$ cat config.mk
export PLATFORM = sky130hd
export DESIGN_NAME = scan_addr_sequencer_flat
export DESIGN_NICKNAME = d
export VERILOG_FILES = /design/src/rtl/scan_addr_sequencer_if.sv /design/src/rtl/scan_addr_sequencer.sv /design/src/flat_wrapper.sv
export SDC_FILE = /design/constraint.sdc
export NUM_CORES = 1
export LEC_CHECK = 0
export ABC_CLOCK_PERIOD_IN_PS = 2660
export CAP_MARGIN = 20
export CELL_PAD_IN_SITES_DETAIL_PLACEMENT = 1
export CELL_PAD_IN_SITES_GLOBAL_PLACEMENT = 1
export CORE_UTILIZATION = 41
export DETAILED_ROUTE_END_ITERATION = 6
export GPL_TIMING_DRIVEN = 0
export PLACE_DENSITY_LB_ADDON = 0.12
export SLEW_MARGIN = 20
export SYNTH_ARGS = -nofsm -noshare
export SYNTH_HDL_FRONTEND = slang
export SYNTH_SLANG_ARGS = --single-unit
$ cat constraint.sdc
create_clock -name clk -period 2.66 [get_ports clk]
set_input_delay 0.532 -clock clk [delete_from_list [all_inputs] [get_ports clk]]
set_output_delay 0.532 -clock clk [all_outputs]
set_load 0.05 [all_outputs]
$ cat src/rtl/scan_addr_sequencer_if.sv
// ---------------------------------------------------------------------------
// scan_addr_sequencer_if
//   Control and decoder-side bus of the scan address sequencer.
//   master : the controller (drives start/stop/dir/load/load_val, observes
//            the decoder select and status)
//   slave  : the sequencer itself
//   Signals:
//     start, stop, dir, load : control levels, sampled every clock
//     load_val[2:0]          : preset address for load
//     a[2:0], En             : registered select/enable to the 3-to-8 decoder
//     wrap                   : one-cycle pulse on address wrap
//     busy                   : high while the sequencer is not idle
//     oneshot                : single-sweep request (only with SCAN_ONESHOT_EN)
// ---------------------------------------------------------------------------
interface scan_addr_sequencer_if;
   logic       start;
   logic       stop;
   logic       dir;
   logic       load;
   logic [2:0] load_val;
   logic [2:0] a;
   logic       En;
   logic       wrap;
   logic       busy;
`ifdef SCAN_ONESHOT_EN
   logic       oneshot;

   modport master (output start, stop, dir, load, load_val, oneshot,
                   input  a, En, wrap, busy);
   modport slave  (input  start, stop, dir, load, load_val, oneshot,
                   output a, En, wrap, busy);
`else
   modport master (output start, stop, dir, load, load_val,
                   input  a, En, wrap, busy);
   modport slave  (input  start, stop, dir, load, load_val,
                   output a, En, wrap, busy);
`endif
endinterface

$ cat src/rtl/scan_addr_sequencer.sv
// ---------------------------------------------------------------------------
// scan_addr_sequencer
//   Sequential address generator for a 3-to-8 decoder (LED/row scanning).
//   Each address is held DWELL clocks with En=1, then steps up or down
//   (modulo 8). All outputs are registered.
//
//   Parameters:
//     DWELL : clocks per address while running (1..65535)
//     CW    : dwell-counter width, 2**CW > DWELL-1
//   Ports:
//     clk   : rising-edge clock
//     rst   : synchronous active-high reset
//     bus   : scan_addr_sequencer_if.slave (control in, decoder select out)
//
//   Optional build macro SCAN_ONESHOT_EN: adds bus.oneshot. When set at the
//   start sample, the step that would wrap instead ends the scan (a holds,
//   En drops, wrap pulses as the sweep-done indication).
// ---------------------------------------------------------------------------
module scan_addr_sequencer #(
   parameter int unsigned DWELL = 4,
   parameter int unsigned CW    = 16
) (
   input  logic                    clk,
   input  logic                    rst,
   scan_addr_sequencer_if.slave    bus
);

   typedef enum logic [1:0] {
      ST_IDLE,
      ST_RUN,
      ST_STOPPING
   } state_t;

   localparam logic [CW-1:0] LP_CNT_LAST = CW'(DWELL - 1);

   state_t        r_state;
   state_t        w_state_nxt;
   logic [CW-1:0] r_cnt;
   logic [CW-1:0] w_cnt_nxt;
   logic [2:0]    r_a;
   logic [2:0]    w_a_nxt;
   logic          r_en;
   logic          w_en_nxt;
   logic          r_wrap;
   logic          w_wrap_nxt;
   logic          r_busy;
   logic          w_busy_nxt;

   logic          w_last;
   logic [2:0]    w_a_step;
   logic          w_wrap_step;
   logic          w_sweep_done;

   assign w_last      = (r_cnt == LP_CNT_LAST);
   assign w_a_step    = bus.dir ? (r_a - 3'd1) : (r_a + 3'd1);
   assign w_wrap_step = bus.dir ? (r_a == 3'd0) : (r_a == 3'd7);

`ifdef SCAN_ONESHOT_EN
   logic r_oneshot;

   // Captured only at the start sample so a mid-scan change has no effect.
   always_ff @(posedge clk) begin
      if (rst) begin
         r_oneshot <= 1'b0;
      end else if (r_state == ST_IDLE && bus.start) begin
         r_oneshot <= bus.oneshot;
      end
   end

   assign w_sweep_done = r_oneshot & w_wrap_step;
`else
   assign w_sweep_done = 1'b0;
`endif

   // State and registered outputs
   always_ff @(posedge clk) begin
      if (rst) begin
         r_state <= ST_IDLE;
         r_cnt   <= '0;
         r_a     <= '0;
         r_en    <= 1'b0;
         r_wrap  <= 1'b0;
         r_busy  <= 1'b0;
      end else begin
         r_state <= w_state_nxt;
         r_cnt   <= w_cnt_nxt;
         r_a     <= w_a_nxt;
         r_en    <= w_en_nxt;
         r_wrap  <= w_wrap_nxt;
         r_busy  <= w_busy_nxt;
      end
   end

   // Next-state logic
   always_comb begin
      w_state_nxt = r_state;
      case (r_state)
         ST_IDLE: begin
            if (bus.start) w_state_nxt = ST_RUN;
         end
         ST_RUN: begin
            // A finished one-shot sweep outranks a coincident stop.
            if (w_last && w_sweep_done) w_state_nxt = ST_IDLE;
            else if (bus.stop)          w_state_nxt = ST_STOPPING;
         end
         ST_STOPPING: begin
            if (w_last) w_state_nxt = ST_IDLE;
         end
         default: w_state_nxt = ST_IDLE;
      endcase
   end

   // Next values of the registered outputs and dwell counter
   always_comb begin
      w_cnt_nxt  = r_cnt;
      w_a_nxt    = r_a;
      w_en_nxt   = r_en;
      w_wrap_nxt = 1'b0;
      w_busy_nxt = r_busy;
      case (r_state)
         ST_IDLE: begin
            w_en_nxt   = 1'b0;
            w_busy_nxt = 1'b0;
            if (bus.load) w_a_nxt = bus.load_val;
            if (bus.start) begin
               w_cnt_nxt  = '0;
               w_en_nxt   = 1'b1;
               w_busy_nxt = 1'b1;
            end
         end
         ST_RUN: begin
            w_en_nxt   = 1'b1;
            w_busy_nxt = 1'b1;
            if (w_last) begin
               w_cnt_nxt = '0;
               if (w_sweep_done) begin
                  // a holds the final address; wrap flags sweep completion.
                  w_en_nxt   = 1'b0;
                  w_busy_nxt = 1'b0;
                  w_wrap_nxt = 1'b1;
               end else begin
                  w_a_nxt    = w_a_step;
                  w_wrap_nxt = w_wrap_step;
               end
            end else begin
               w_cnt_nxt = r_cnt + CW'(1);
            end
         end
         ST_STOPPING: begin
            if (w_last) begin
               w_cnt_nxt  = '0;
               w_en_nxt   = 1'b0;
               w_busy_nxt = 1'b0;
            end else begin
               w_cnt_nxt = r_cnt + CW'(1);
            end
         end
         default: begin
            w_cnt_nxt  = '0;
            w_en_nxt   = 1'b0;
            w_busy_nxt = 1'b0;
         end
      endcase
   end

   assign bus.a    = r_a;
   assign bus.En   = r_en;
   assign bus.wrap = r_wrap;
   assign bus.busy = r_busy;

endmodule
$ cat src/flat_wrapper.sv
// flat-port wrapper written by rule: the top's interface ports become plain ports
module scan_addr_sequencer_flat 
#(
   parameter int unsigned DWELL = 4,
   parameter int unsigned CW    = 16
)
  (clk, rst, bus_start, bus_stop, bus_dir, bus_load, bus_load_val, bus_a, bus_En, bus_wrap, bus_busy);
  scan_addr_sequencer_if bus_i ();
  input  logic clk;
  input  logic rst;
  input wire logic [$bits(bus_i.start)-1:0] bus_start;
  input wire logic [$bits(bus_i.stop)-1:0] bus_stop;
  input wire logic [$bits(bus_i.dir)-1:0] bus_dir;
  input wire logic [$bits(bus_i.load)-1:0] bus_load;
  input wire logic [$bits(bus_i.load_val)-1:0] bus_load_val;
  output wire logic [$bits(bus_i.a)-1:0] bus_a;
  output wire logic [$bits(bus_i.En)-1:0] bus_En;
  output wire logic [$bits(bus_i.wrap)-1:0] bus_wrap;
  output wire logic [$bits(bus_i.busy)-1:0] bus_busy;
  assign bus_i.start = bus_start;
  assign bus_i.stop = bus_stop;
  assign bus_i.dir = bus_dir;
  assign bus_i.load = bus_load;
  assign bus_i.load_val = bus_load_val;
  assign bus_a = bus_i.a;
  assign bus_En = bus_i.En;
  assign bus_wrap = bus_i.wrap;
  assign bus_busy = bus_i.busy;
  scan_addr_sequencer #(.DWELL(DWELL), .CW(CW)) u_core (.clk(clk), .rst(rst), .bus(bus_i));
endmodule
==> flow_summary_export.csv <==
group,metric,value,unit
worst_setup_path,cp_data_required_time,2.92,ns
sta,finalMaxSlewViolations,0,
sta,achievable_frequency,402.2,MHz
synth,dominantRegCellSynth,"sky130_fd_sc_hd__dfxtp_1",
clock_tree,max-clock-path-buffers,2,
detailed_routing,route.vias.total,1200,
cells_and_area,fin_nets,187,
worst_setup_path,critPathArrivalTime,2.74,ns
detailed_routing,dr_drc_count,0,
sta,max_slew_margin,55.52,%
status,outcome,"finished, final reports clean",
floorplan,die_w,58.15,µm
global_routing,number_of_global_route_vias_before_repair,1229,
synth,synth.top_cell.area_share,35.62,%
sta,finalHoldViolations,0,
cells_and_area,syn2layout_area_growth,16.55,%
cells_and_area,layout-drive-gt1-share,8.140,%
synth,post_synthesis_async_set_or_reset_flop_share,0,%
clock_tree,worst_skew_pair.late_latency,0.32,ns
floorplan,ioPinCount,15,
global_routing,grt_first_pass_wirelength,5.685,mm
clock_tree,worst_setup_hold_path_clk_slew,0.13,ns
synth,syn-mean-instance-area,8.339,µm²
clock_tree,clock_sink_count,23,
global_routing,grt.total_usage,21.88,%
worst_setup_path,reg2reg_setup_slack,0.17,ns
placed_design,globalplace.congestion,0.7860,
power_and_ir_drop,leakage,0.5631,nW
clock_tree,clock-root-buffer,"sky130_fd_sc_hd__clkbuf_4",
detailed_routing,detail_route.iter0.violations,39,
sta,min_period,2.486,ns
floorplan,die_area,3381,µm²
detailed_routing,ant_nets,0,
placed_design,io_buffer_count,13,
global_routing,grt-ovfl-total,0,
worst_setup_path,critPathMaxFanout,6,
synth,yosysWarningCount,0,
worst_setup_path,kind_of_end_point_of_the_critical_path,"register",
sta,setup_viol_count_final,0,
synth,postSynthCellCount,155,
synth,netlist_area,1292,µm²
sta,tightestPinTransition,0.6585,ns
clock_tree,cts_inserted_buffers,3,
floorplan,floorplan.rows,20,
clock_tree,hold_buffers,0,
synth,synth_edf_count,0,
cells_and_area,n_antenna_cell,0,
clock_tree,htreeDepth,1,
hold_path,worst_hold_path_type,"input port to register",
power_and_ir_drop,powerDensity,762.6,nW/µm²
floorplan,fp.coreArea,3028,µm²
sta,fin_worst_skew,0.002828,ns
synth,synth.largest_area_cell,"sky130_fd_sc_hd__dfxtp_1",
global_routing,grt_start_max_net_pins,14,
cells_and_area,fillers,379,
sta,post-route-period-util,93.47,%
synth,synth_cell_type_count,45,
detailed_routing,wire_per_inst,15.00,µm
synth,synth.yosys.seq_area_share,35.62,%
clock_tree,cts_tree,"yes",
synth,mappedNetlistNets,169,
floorplan,initial_utilization,42.69,%
sta,unrepaired_setup_endpoints_after_global_routing,"no",
floorplan,fp.dieH,58.15,µm
sta,hold-worst-slack,0.4109,ns
worst_setup_path,critPathLaunchType,"register",
cells_and_area,register_area,460.4,µm²
detailed_routing,postRouteWirelength,3.239,mm
detailed_routing,drt_pre_antenna_iters,4,
job,maxCapViolations,0,
power_and_ir_drop,vdd_drop_max,0.3211,mV
detailed_routing,per_cell_via_count_in_the_routed_design,5.556,
placed_design,dp_hpwl,2.519,mm
global_routing,grt_antenna_before_repair,0,
cells_and_area,multi_input_area,758.2,µm²
worst_setup_path,worstSetupPathType,"register to register",
synth,ys_ff_latch,23,
sta,setup_tns,0,ns
synth,synth_top_cells_by_area,"sky130_fd_sc_hd__dfxtp_1, sky130_fd_sc_hd__a21oi_1, sky130_fd_sc_hd__xor2_1, sky130_fd_sc_hd__ha_1, sky130_fd_sc_hd__nand2_1",
cells in the mapped netlist (all sizes together), types with 5 or more instances:
cell and n:
nand3 6, dfxtp 23, or3 7, nand4 5, nand2 13, nor2 10, o21ai 7, xor2 6
inv 9, a21oi 13
layout make-up:
| class | count | area share, % |
|---|---|---|
| multi-input cells | 116 | 50.33 |
| flip-flops and latches | 23 | 30.56 |
| repair buffers | 13 | 8.638 |
| well taps | 44 | 3.654 |
| plain buffers | 7 | 2.741 |
| inverters | 9 | 2.243 |
| clock buffers | 3 | 1.495 |
| clock inverters | 1 | 0.3322 |
per-layer routing:
| layer | up-vias | share of wire (%) | global-route usage, % |
|---|---|---|---|
| li1 | 596 | - | - |
| met1 | 587 | 50 | 30.62 |
| met2 | 12 | 47 | 35.47 |
| met3 | 5 | 2.0 | 2.009 |
| met4 | 0 | 1.1 | 7.143 |
| met5 | - | 0 | 0 |
cell usage in the layout (no fill, tap or decap), types with 5 or more instances in the layout:
master / count
sky130_fd_sc_hd__nand4_1: 5
sky130_fd_sc_hd__o21ai_0: 7
sky130_fd_sc_hd__nor2_1: 10
sky130_fd_sc_hd__inv_1: 9
sky130_fd_sc_hd__a21oi_1: 13
sky130_fd_sc_hd__dfxtp_1: 23
sky130_fd_sc_hd__nand3_1: 6
sky130_fd_sc_hd__clkdlybuf4s50_1: 13
sky130_fd_sc_hd__xor2_1: 6
sky130_fd_sc_hd__nand2_1: 13
sky130_fd_sc_hd__or3_1: 6
per-stage QoR:
step,worst slack [ns],cells,power (mW),instance area [µm²],util [%]
global placement,0.1856,212,0.9603,1478,48.80
detailed placement,0.1287,212,0.9891,1478,48.80
finish,0.1738,216,1.149,1506,49.75
global route,0.02339,216,1.237,1506,49.75
floorplan,0.3843,155,0.8263,1292,-
CTS,0.1085,216,1.158,1505,49.71
repair_timing:
item                       in CTS  in global routing
gates resized for setup         0                  2
buffers inserted                0                  0
setup endpoints to repair       0                 10
path summary, 6_finish.rpt:
check                                       from          endpoint  depth (start not counted)
worst max register to register   u_core.r_cnt[0]   u_core.bus.a[2]                          6
worst max-delay path             u_core.r_cnt[0]   u_core.bus.a[2]                          6
worst min-delay path                         rst   u_core.r_cnt[0]                          2
worst min register to register  u_core.r_cnt[15]  u_core.r_cnt[15]                          2
flip-flops by register name (all words and copies together) (netlist names):
signal / count
u_core.bus.wrap: 1
u_core.r_cnt: 16
u_core.r_state: 2
u_core.bus.busy: 1
u_core.bus.a: 3
logic make-up (layout without fill, tap and decap cells):
logic type,count (synthesis),after routing,share of synthesized area (%)
AO/OA/AOI/OAI,39,39,19.26
XOR/XNOR,7,7,4.744
adder cells (fa/ha/maj),5,5,5.421
buffers and inverters,16,33,5.711
flip-flops,23,23,35.62
multiplexers,4,4,3.098
AND/OR/NAND/NOR,61,61,26.14
worst max-delay path, cell delays in order, from the launching register on:
cell and delay (ns):
sky130_fd_sc_hd__dfxtp_1 0.38, sky130_fd_sc_hd__ha_1 0.22, sky130_fd_sc_hd__or4b_4 0.51, sky130_fd_sc_hd__or4_1 0.50
sky130_fd_sc_hd__clkbuf_2 0.18, sky130_fd_sc_hd__or4b_1 0.49, sky130_fd_sc_hd__a31oi_1 0.14
power breakdown:
part / leakage [nW] / internal, mW / total [mW] / switching [mW]
clock network: 0.0177 / 0.0563 / 0.168 / 0.111
logic: 0.359 / 0.207 / 0.558 / 0.351
registers: 0.186 / 0.383 / 0.423 / 0.0395
Power figures use the tool's default switching activity.
